==> src/rtl/note_player_pkg.sv <==
// note_player_pkg: shared widths and FSM state encoding for the note player
package note_player_pkg;
  localparam int NOTE_W   = 6;
  localparam int DUR_W    = 6;
  localparam int PHASE_W  = 20;
  localparam int SAMPLE_W = 16;
  typedef enum logic {IDLE = 1'b0, PLAYING = 1'b1} state_e;
endpackage

==> src/rtl/note_step_rom.sv <==
// note_step_rom: combinational 64x20 phase-step table (note_i -> step_o); entry 0 is a rest, entry 49 is A440
module note_step_rom
  import note_player_pkg::*;
(
  input  logic [NOTE_W-1:0]  note_i,
  output logic [PHASE_W-1:0] step_o
);
  localparam logic [PHASE_W-1:0] STEP [64] = '{
    20'd0,
    20'd601,   20'd636,   20'd674,   20'd714,   20'd757,   20'd802,
    20'd850,   20'd900,   20'd954,   20'd1010,  20'd1070,  20'd1134,
    20'd1201,  20'd1273,  20'd1349,  20'd1429,  20'd1514,  20'd1604,
    20'd1699,  20'd1800,  20'd1907,  20'd2021,  20'd2141,  20'd2268,
    20'd2403,  20'd2546,  20'd2697,  20'd2858,  20'd3028,  20'd3208,
    20'd3398,  20'd3600,  20'd3815,  20'd4041,  20'd4282,  20'd4536,
    20'd4806,  20'd5092,  20'd5395,  20'd5715,  20'd6055,  20'd6415,
    20'd6797,  20'd7201,  20'd7629,  20'd8083,  20'd8563,  20'd9072,
    20'd9612,  20'd10184, 20'd10789, 20'd11431, 20'd12110, 20'd12830,
    20'd13593, 20'd14402, 20'd15258, 20'd16165, 20'd17127, 20'd18145,
    20'd19224, 20'd20367, 20'd21578
  };
  assign step_o = STEP[note_i];
endmodule

==> src/rtl/note_player.sv <==
// note_player: plays one note as a triangle wave (in: clk reset play note duration new_note beat generate_next_sample; out: note_done sample_out new_sample_ready)
module note_player
  import note_player_pkg::*;
(
  input  logic                       clk,
  input  logic                       reset,
  input  logic                       play,
  input  logic [NOTE_W-1:0]          note,
  input  logic [DUR_W-1:0]           duration,
  input  logic                       new_note,
  input  logic                       beat,
  input  logic                       generate_next_sample,
  output logic                       note_done,
  output logic signed [SAMPLE_W-1:0] sample_out,
  output logic                       new_sample_ready
);
  state_e                     state_q, state_d;
  logic [NOTE_W-1:0]          note_q, note_d;
  logic [DUR_W-1:0]           count_q, count_d;
  logic [PHASE_W-1:0]         phase_q, phase_d, step;
  logic signed [SAMPLE_W-1:0] sample_q, sample_d;
  logic                       done_q, done_d, ready_q, ready_d, run;
  logic [SAMPLE_W-1:0]        tri_mag;
  note_step_rom u_rom (.note_i(note_q), .step_o(step));
  assign run = (state_q == PLAYING) && play;
  assign tri_mag = phase_q[19] ? ~phase_q[18:3] : phase_q[18:3];
  always_ff @(posedge clk) begin
    if (reset) begin
      state_q  <= IDLE;
      note_q   <= '0;
      count_q  <= '0;
      phase_q  <= '0;
      sample_q <= '0;
      done_q   <= 1'b0;
      ready_q  <= 1'b0;
    end else begin
      state_q  <= state_d;
      note_q   <= note_d;
      count_q  <= count_d;
      phase_q  <= phase_d;
      sample_q <= sample_d;
      done_q   <= done_d;
      ready_q  <= ready_d;
    end
  end
  always_comb begin
    state_d = state_q;
    if (new_note) state_d = PLAYING;
    else if (run && count_q == '0) state_d = IDLE;
  end
  always_comb begin
    note_d   = new_note ? note : note_q;
    count_d  = new_note ? duration : (run && beat && count_q != '0) ? count_q - 1'b1 : count_q;
    phase_d  = new_note ? '0 : (run && generate_next_sample) ? phase_q + step : phase_q;
    done_d   = !new_note && run && count_q == '0;
    sample_d = !generate_next_sample ? sample_q : (run && note_q != '0) ? $signed(tri_mag - 16'h8000) : '0;
    ready_d  = generate_next_sample;
  end
  assign note_done        = done_q;
  assign sample_out       = sample_q;
  assign new_sample_ready = ready_q;
endmodule

==> config.mk <==
export PLATFORM = sky130hd
export DESIGN_NAME = note_player
export DESIGN_NICKNAME = d
export VERILOG_FILES = /design/src/rtl/note_player_pkg.sv /design/src/rtl/note_step_rom.sv /design/src/rtl/note_player.sv
export SDC_FILE = /design/constraint.sdc
export NUM_CORES = 1
export LEC_CHECK = 0
export ABC_AREA = 0
export CORE_ASPECT_RATIO = 0.8
export CORE_MARGIN = 4
export CORE_UTILIZATION = 45
export CTS_BUF_LIST = sky130_fd_sc_hd__clkbuf_4
export DETAILED_ROUTE_END_ITERATION = 7
export GPL_ROUTABILITY_DRIVEN = 0
export HOLD_SLACK_MARGIN = 0.12
export MAX_ROUTING_LAYER = met4
export SKIP_LAST_GASP = 1
export SLEW_MARGIN = 30
export SYNTH_ARGS = -nofsm -noshare
export SYNTH_HDL_FRONTEND = slang
export SYNTH_SLANG_ARGS = --single-unit
==> constraint.sdc <==
create_clock -name clk -period 7.3 [get_ports clk]
set_input_delay 1.46 -clock clk [delete_from_list [all_inputs] [get_ports clk]]
set_output_delay 1.46 -clock clk [all_outputs]
set_load 0.03 [all_outputs]
# Word level (Yosys, flattened, before mapping)
# Memories as Yosys holds them, arrays and structs flattened.
# Cells that the tools add are included.
# word_totals
input_bits,18
wordCells,37
regBits,51
mem_count,1
romBits,1280
# classes
reduce_logical,15
muxes,8
magnitude_cmp,1
add_sub_neg,3
bitwise_logic,2
# mem_list
name,words,width,read_ports,rd_ports_with_merged_regs,write_ports,line,rtl
(name not given),64,20,1,0,0,note_step_rom.sv:22,assign step_o = STEP[note_i];
# op_table
op,n
$mux W20,2
$mux W16,2
$add A20 B20 Y20,1
$not A16 Y16,1
$sub A16 B16 Y16 const B,1
$mux W6,2
$reduce_bool A6 Y1,2
$logic_and A1 B1 Y1,8
$ge A7 B7 Y1 const B,1
$not A6 Y7,1
$logic_not A6 Y1,1
$sub A6 B1 Y6 const B,1
$reduce_bool A2 Y1,2
$mux W1,2
$reduce_or A2 Y1,1
$logic_not A1 Y1,1

# Logic depth before layout (Yosys ltp)
# Gate-level depths: netlist (run 1).
# logic_depth
depth_word,5
mapped_depth,19

# Cells and area by module
# A second synthesis (run 1) with hierarchy kept.
# hier_totals
hier_cells,573
hier_area_um2,4609.4
# modules_own_cells
mod,area_per_inst_um2,cells_each,seq_area_each_um2,n_inst
note_player,3154.3,356,1021.0,1
note_step_rom,1455.1,217,0.0,1

# Worst setup path before layout (run 1)
# No wires, ideal clock.
# synth_path
path_type,register to register
startpoint,register note_q[1]
endpoint,register phase_q[11]
period_less_slack_ns,3.932
slack_ns,3.368
arrival_time_ns,3.810
path_buffers,2
stages_incl_launch_ff,16
setup_time_ns,0.122
path_cell_list,dfxtp_1 > clkbuf_1 > clkinv_1 > ha_1 > or2_2 > clkbuf_1 > a21oi_1 > a311oi_1 > mux4_2 > ha_1 > a31o_2 > a31oi_2 > o21ai_1 > o21ai_1 > a2111oi_0 > a311o_1
# synth_via
elab_chain_cells,5
# synth_lines
element,line,rtl
"start, declared",note_player.sv:18,"logic [NOTE_W-1:0] note_q, note_d;"
"start signal, assigned",note_player.sv:38,note_q <= note_d;
$not A6 Y7 (not written as such),note_step_rom.sv:22,
$mem_v2 Z64 W20,-,
$mux W20 (not written as such) (2 in series),note_step_rom.sv:22,
$add A20 B20 Y20,note_player.sv:54,phase_d = new_note ? '0 : (run && generate_next_sample) ? phase_q + step : phase_q;
"end signal, assigned",note_player.sv:40,phase_q <= phase_d;
"end, declared",note_player.sv:20,"logic [PHASE_W-1:0] phase_q, phase_d, step;"
# No other way between the ends. The select of a mux whose other input is x is not followed.
# A chain may end at the register's enable or synchronous reset.

# Worst setup path in the final report (run 1)
# layout_path
startpoint,register note_q[1]
endpoint,register phase_q[15]
# The elaborated chain is that of the path after synthesis.

==> metrics.txt, run 1 <==
RSZ-0062 raised after global routing=no; hold depth=2; Area Overhead vs Synth=10.21%; Worst EP arrival=4.96 ns; clock skew=0.01671 ns; CP cell instances=clkinv_1, ha_1, or2_2, a21oi_1, a311oi_1, mux4_2, ha_1, a31o_2, a31oi_2, o21ai_1, a221oi_2, o21ai_0, a21oi_1; first drt pass iteration count=6; hold_buf cts=0; CTS tree=done; Synth Area in Compound Gates=0.2697; Slew headroom=0.3955; via count=3813; clk sinks=51; worst slew pin tran=0.9055 ns; critical path type=reg2reg; drt wl/cell=15.49 um; first-pass GRT wire length=17.02 mm; Starting Density=0.4667; Final min period=4.627 ns; R2R depth=13; TritonCTS Buffers=5; Antenna Nets Post-Route=0; # fillers=879; io pins=36; clock-pin slew of the registers on the worst-case setup and hold paths=0.16 ns; count of unique library cells instantiated by Yosys=58; n_diodes=0; Mapped Cells=540; row cnt=30; fmax=0.2161 GHz; worst-path maximum fanout=14; XOR/XNOR Fraction of Synth Area=0.07237; Setup Viol. Count Final=0; flops & latches, synth=51; Top Family by Delay on Critical Path=compound AO/OA/AOI/OAI gates; Post-Layout Inst Area=4402 sq um; Nets=587; Min Hold Slack=0.4698 ns; clk buf depth=2; Post-synth EDFFs=0; Placed Instances=648; die span in x=113.3 um; gr usage total=0.2022; mux contribution to synthesized area=0.05451; required time worst endpoint=7.64 ns; Mapped Area=3994 sq um; reg-to-reg endpoint=phase_q[15]; Clk Latency, worst-skew pair=0.39 ns; Max Slew Vio Count=0; detailed placement HPWL=7.275 mm; # DRC=0; total core area=8558 sq um; Die ar.=10460 sq um; cts repair resizes=0; post-route setup TNS=0 ns; largest net degree at the start of global routing=55; Worst Hold Endpoint=phase_q[2]; largest family of logic cells by synthesized area=compound AO/OA/AOI/OAI gates; placement-stage cell area=4339 sq um; sequential cell area fraction in the yosys report=0.2556; H-tree levels=2; yosys warns=0; prevailing post-synth register cell=dfxtp_1; max-cap violations=0; Post-CTS Setup Bufs=0; mean area per synthesized cell=7.396 sq um; slowest cell delay on critical path=0.64 ns; grt ovf=0; die height=92.26 um; setup slack, reg-to-reg=2.67 ns; hold_sp=phase_q[2]; slowest CP cell=dfxtp_1; Synth async-reset ratio=0; Post-Synth Simple-Gate Area=0.2055; CP Capture Type=flip-flop; Lkg Pwr=1.728 nW; Tcrit/Tclk final=0.6338; layout cells sized above 1=0.05147; number of I/O port buffers=35; hold crit path type=reg2reg; initial antenna violation count=0; Pwr Density=137.4 nW/um^2; syn_nets=584; Final Instance Count excl. Fillers=656; Hold Fails Final Rpt=0; DR iter-0 viols=371; vias per cell=5.813; status=complete, no violations; adder-cell share of the synthesized area=0.08333; CTS root buffer=clkbuf_4; vias in the first global route=3400; CP startpoint kind=flip-flop; final total power=605.0 uW; final wirelength=10.16 mm; crit path buf inv count=1; r2r startpoint=note_q[1]; Max IR drop VDD=0.00009216 V
[final cells by class]
cell class,instances,area (sq um),area share
Inverter,16,60.06,0.01364
Tap cell,112,140.1,0.03184
Timing Repair Buffer,39,380.4,0.08641
Clock inverter,3,20.02,0.004548
Sequential cell,51,1021,0.2320
Clock buffer,5,37.54,0.008528
Multi-Input combinational cell,430,2743,0.6231
[flip-flops by register name, summed over array words and instances (netlist names)]
signal	cells
phase_q	20
sample_out	16
count_q	6
note_q	6
new_sample_ready	1
note_done	1
state_q	1
[through the flow]
step / worst slack, ns / utilization
6_report: 2.673 / 0.5143
2_1_floorplan: 3.368 / -
4_1_cts: 2.755 / 0.5137
3_3_place_gp: 2.907 / 0.5070
3_5_place_dp: 2.791 / 0.5070
5_1_grt: 2.333 / 0.5143
[worst max path at each step]
stage,to,depth (start not counted),slack [ns],startpoint
global placement,phase_q[19],13,2.91,note_q[1]
finish,phase_q[15],13,2.67,note_q[1]
global route,phase_q[15],16,2.33,note_q[2]
CTS,phase_q[11],13,2.75,note_q[1]
detailed placement,phase_q[11],13,2.79,note_q[1]
floorplan,phase_q[11],15,3.37,note_q[1]
[cell families after synthesis]
kind of cell,Yosys count
adder cells (fa/ha/maj),26
multiplexers,18
XOR/XNOR,33
AND/OR/NAND/NOR,183
buffers and inverters,59
flip-flops,51
AO/OA/AOI/OAI,170
[cell usage after synthesis (5+ instances only)]
cell type | number | area share
a211oi_1 | 9 | 0.017
a21o_1 | 6 | 0.011
a21oi_1 | 60 | 0.075
a22o_1 | 15 | 0.033
a31oi_1 | 6 | 0.0094
buf_1 | 7 | 0.0066
buf_2 | 5 | 0.0063
clkbuf_1 | 30 | 0.028
dfxtp_1 | 51 | 0.26
ha_1 | 25 | 0.078
inv_1 | 12 | 0.011
mux2i_1 | 15 | 0.038
nand2_1 | 69 | 0.065
nand3_1 | 18 | 0.023
nor2_1 | 57 | 0.054
nor3_1 | 8 | 0.010
o21ai_0 | 39 | 0.049
xnor2_1 | 12 | 0.026
xor2_1 | 21 | 0.046
[worst min-delay path: stages (launching register included)]
cell     delay (ns)
dfxtp_1        0.34
nand2_1        0.05
a21oi_1        0.05
[where the power goes]
| part | internal, mW | switching [mW] | total [mW] |
|---|---|---|---|
| combinational | 0.0707 | 0.108 | 0.179 |
| sequential | 0.284 | 0.00855 | 0.293 |
| clock | 0.0372 | 0.0957 | 0.133 |
[metal layers]
layer / global-route usage / up-vias / share of wire
met5: - / - / 0
met4: 0.04605 / 0 / 0.010
met3: 0.03562 / 11 / 0.065
met2: 0.2830 / 123 / 0.43
met1: 0.3005 / 1740 / 0.50
li1: - / 1939 / -
[layout by cell type, fill, tap and decap left out, types with 5 or more instances in the layout]
cell type	count
o21ai_0	39
xor2_1	21
nor2_1	55
a22o_1	15
inv_1	12
nor3_1	8
clkinv_1	5
nand3_1	18
xnor2_1	12
a21oi_1	60
mux2i_1	15
ha_1	25
a31oi_1	6
clkbuf_4	5
dfxtp_1	51
a211oi_1	9
nand2_1	69
clkdlybuf4s50_1	35
a21o_1	6
Note: power is estimated with default switching activity, not from simulation.
==> run 2, diff against run 1 <==
==> constraint.sdc (replaced) <==
create_clock -name clk -period 4.68 [get_ports clk]
set_input_delay 0.936 -clock clk [delete_from_list [all_inputs] [get_ports clk]]
set_output_delay 0.936 -clock clk [all_outputs]
set_load 0.03 [all_outputs]
==> run 2 against run 1 <==
  * Flip-flop and latch count stayed put
  * Global-route usage increased by 0.16 points
  * Maximum frequency grew 9.1%
  * Die area did not move
  * Wire length increased by 0.17%
  * Combinational power up 59%
  * Via count rose by 1.7%
  * Cell count is 0.76% higher
  * Sequential power up 56%
  * Hold slack better by 0.0064 ns
  * First-iteration DRC count fell by 4.6%
  * Non-clock buffer count increased by 5
  * Highest routed layer unchanged
==> metrics.txt, run 2 (synthesized netlist as in run 1, its figures left out) <==
CTS root buffer=clkbuf_4 (unchanged); worst slew pin tran=0.8876 ns (was 0.9055 ns); Die ar.=10460 sq um (unchanged); Hold Fails Final Rpt=0 (unchanged); Max Slew Vio Count=0 (unchanged); layout cells sized above 1=0.06011 (was 0.05147); Final min period=4.241 ns (was 4.627 ns); fmax=0.2358 GHz (was 0.2161 GHz); Pwr Density=224.7 nW/um^2 (was 137.4 nW/um^2); CP cell instances=clkinv_1, ha_1, or2_2, a21oi_1, a311oi_1, mux4_2, ha_1, a31o_2, a31oi_2, o21ai_1, o21ai_1, a2111oi_0, a311o_1 (was clkinv_1, ha_1, or2_2, a21oi_1, a311oi_1, mux4_2, ha_1, a31o_2, a31oi_2, o21ai_1, a221oi_2, o21ai_0, a21oi_1); worst-path maximum fanout=14 (unchanged); CTS tree=done (unchanged); hold_buf cts=0 (unchanged); n_diodes=0 (unchanged); initial antenna violation count=0 (unchanged); commonest cells after routing, fill and taps aside=nand2_1 (69), a21oi_1 (60), nor2_1 (56) (was nand2_1 (69), a21oi_1 (60), nor2_1 (55)); max-cap violations=0 (unchanged); clk buf depth=2 (unchanged); Area Overhead vs Synth=12.06% (was 10.21%); Clk Latency, worst-skew pair=0.39 ns (about the same); first drt pass iteration count=5 (was 6); vias in the first global route=3523 (was 3400); status=complete, no violations (unchanged); commonest non-fill, non-tap cell in the layout=nand2_1 (unchanged); TritonCTS Buffers=5 (unchanged); GR Layer Usage met1=0.2923 (was 0.3005); clk sinks=51 (unchanged); die height=92.26 um (unchanged); die span in x=113.3 um (unchanged); Antenna Nets Post-Route=0 (unchanged); met3 usage=0.04024 (was 0.03562); H-tree levels=2 (unchanged); Max IR drop VDD=0.0001244 V (was 0.00009216 V); Tcrit/Tclk final=0.9062 (was 0.6338); clock-pin slew of the registers on the worst-case setup and hold paths=0.15 ns (was 0.16 ns); Setup Viol. Count Final=0 (unchanged); row cnt=30 (unchanged); crit path buf inv count=1 (unchanged); drt wl/cell=15.39 um (was 15.49 um); RSZ-0062 raised after global routing=no (unchanged); DR iter-0 viols=354 (was 371); CP startpoint kind=flip-flop (unchanged); Nets=592 (was 587); PnR worst setup slack=0.4389 ns (was 2.673 ns); Largest register FFs=20 (unchanged); post-route setup TNS=0 ns (unchanged); Slew headroom=0.4075 (was 0.3955); Lkg Pwr=1.769 nW (was 1.728 nW); vias per cell=5.865 (was 5.813); met2 Track Usage GR=0.2860 (was 0.2830); detailed placement HPWL=7.343 mm (was 7.275 mm); required time worst endpoint=4.96 ns (was 7.64 ns); critical path type=reg2reg (unchanged); clock skew=0.02299 ns (was 0.01671 ns); Top Family by Delay on Critical Path=compound AO/OA/AOI/OAI gates (unchanged); CP Capture Type=flip-flop (unchanged); io pins=36 (unchanged); Worst EP arrival=4.52 ns (was 4.96 ns); total core area=8558 sq um (unchanged); hold crit path type=reg2reg (unchanged); first-pass GRT wire length=17.17 mm (was 17.02 mm); # fillers=846 (was 879); layer with the highest usage=met1 (unchanged); largest net degree at the start of global routing=55 (unchanged); cts repair resizes=0 (unchanged); gr usage total=0.2037 (was 0.2022); slowest CP cell=dfxtp_1 (unchanged); via count=3877 (was 3813); Place WS=0.5503 ns (was 2.791 ns); grt ovf=0 (unchanged); number of I/O port buffers=35 (unchanged); Starting Density=0.4667 (unchanged); slowest cell delay on critical path=0.65 ns (was 0.64 ns); Post-CTS Setup Bufs=0 (unchanged); Top reg by flops=phase_q (unchanged); # DRC=0 (unchanged); final wirelength=10.18 mm (was 10.16 mm)
run 2: power by group:
part / internal (mW) / switching [mW] / leakage (nW)
sequential: 0.444 / 0.0124 / 0.414
combinational: 0.115 / 0.171 / 1.31
clock: 0.114 / 0.150 / 0.0418
total: 0.673 / 0.333 / 1.77
run 2: routing by layer:
layer | part of all wire | vias up
li1 | - | 1951
met1 | 0.50 | 1802
met2 | 0.42 | 108
met3 | 0.061 | 16
met4 | 0.019 | 0
met5 | 0 | -
run 2: worst min-delay path: cells and delay by family (launching register included):
family | cells | cell delay [ns]
compound gates | 1 | 0.05
flops | 1 | 0.34
simple gates | 1 | 0.05
run 2: layout make-up:
type / instances / area, sq um / area share
repair buffers: 44 / 430.4 / 0.09617
clock inverters: 3 / 46.29 / 0.01034
multi-input cells: 430 / 2740 / 0.6122
flip-flops and latches: 51 / 1021 / 0.2281
inverters: 16 / 60.06 / 0.01342
clock buffers: 5 / 37.54 / 0.008387
well taps: 112 / 140.1 / 0.03131
run 2: final timing paths:
kind         slack (ns)       start  cells after the start           to
min                0.48  phase_q[0]                      2   phase_q[0]
max reg2reg        0.44   note_q[1]                     13  phase_q[11]
min reg2reg        0.48  phase_q[0]                      2   phase_q[0]
max                0.44   note_q[1]                     13  phase_q[11]
run 2: stage by stage:
stage	util	total power, mW	hold WS, ns	area, sq um	std cells
final	0.5230	1.006	0.4762	4476	661
after global routing	0.5230	1.075	0.5004	4476	661
after CTS	0.5227	1.018	0.4752	4473	661
after detailed placement	0.5129	0.7455	0.4555	4389	653
after global placement	0.5129	0.7446	0.4495	4389	653
after floorplan	-	0.6739	0.4362	3994	540
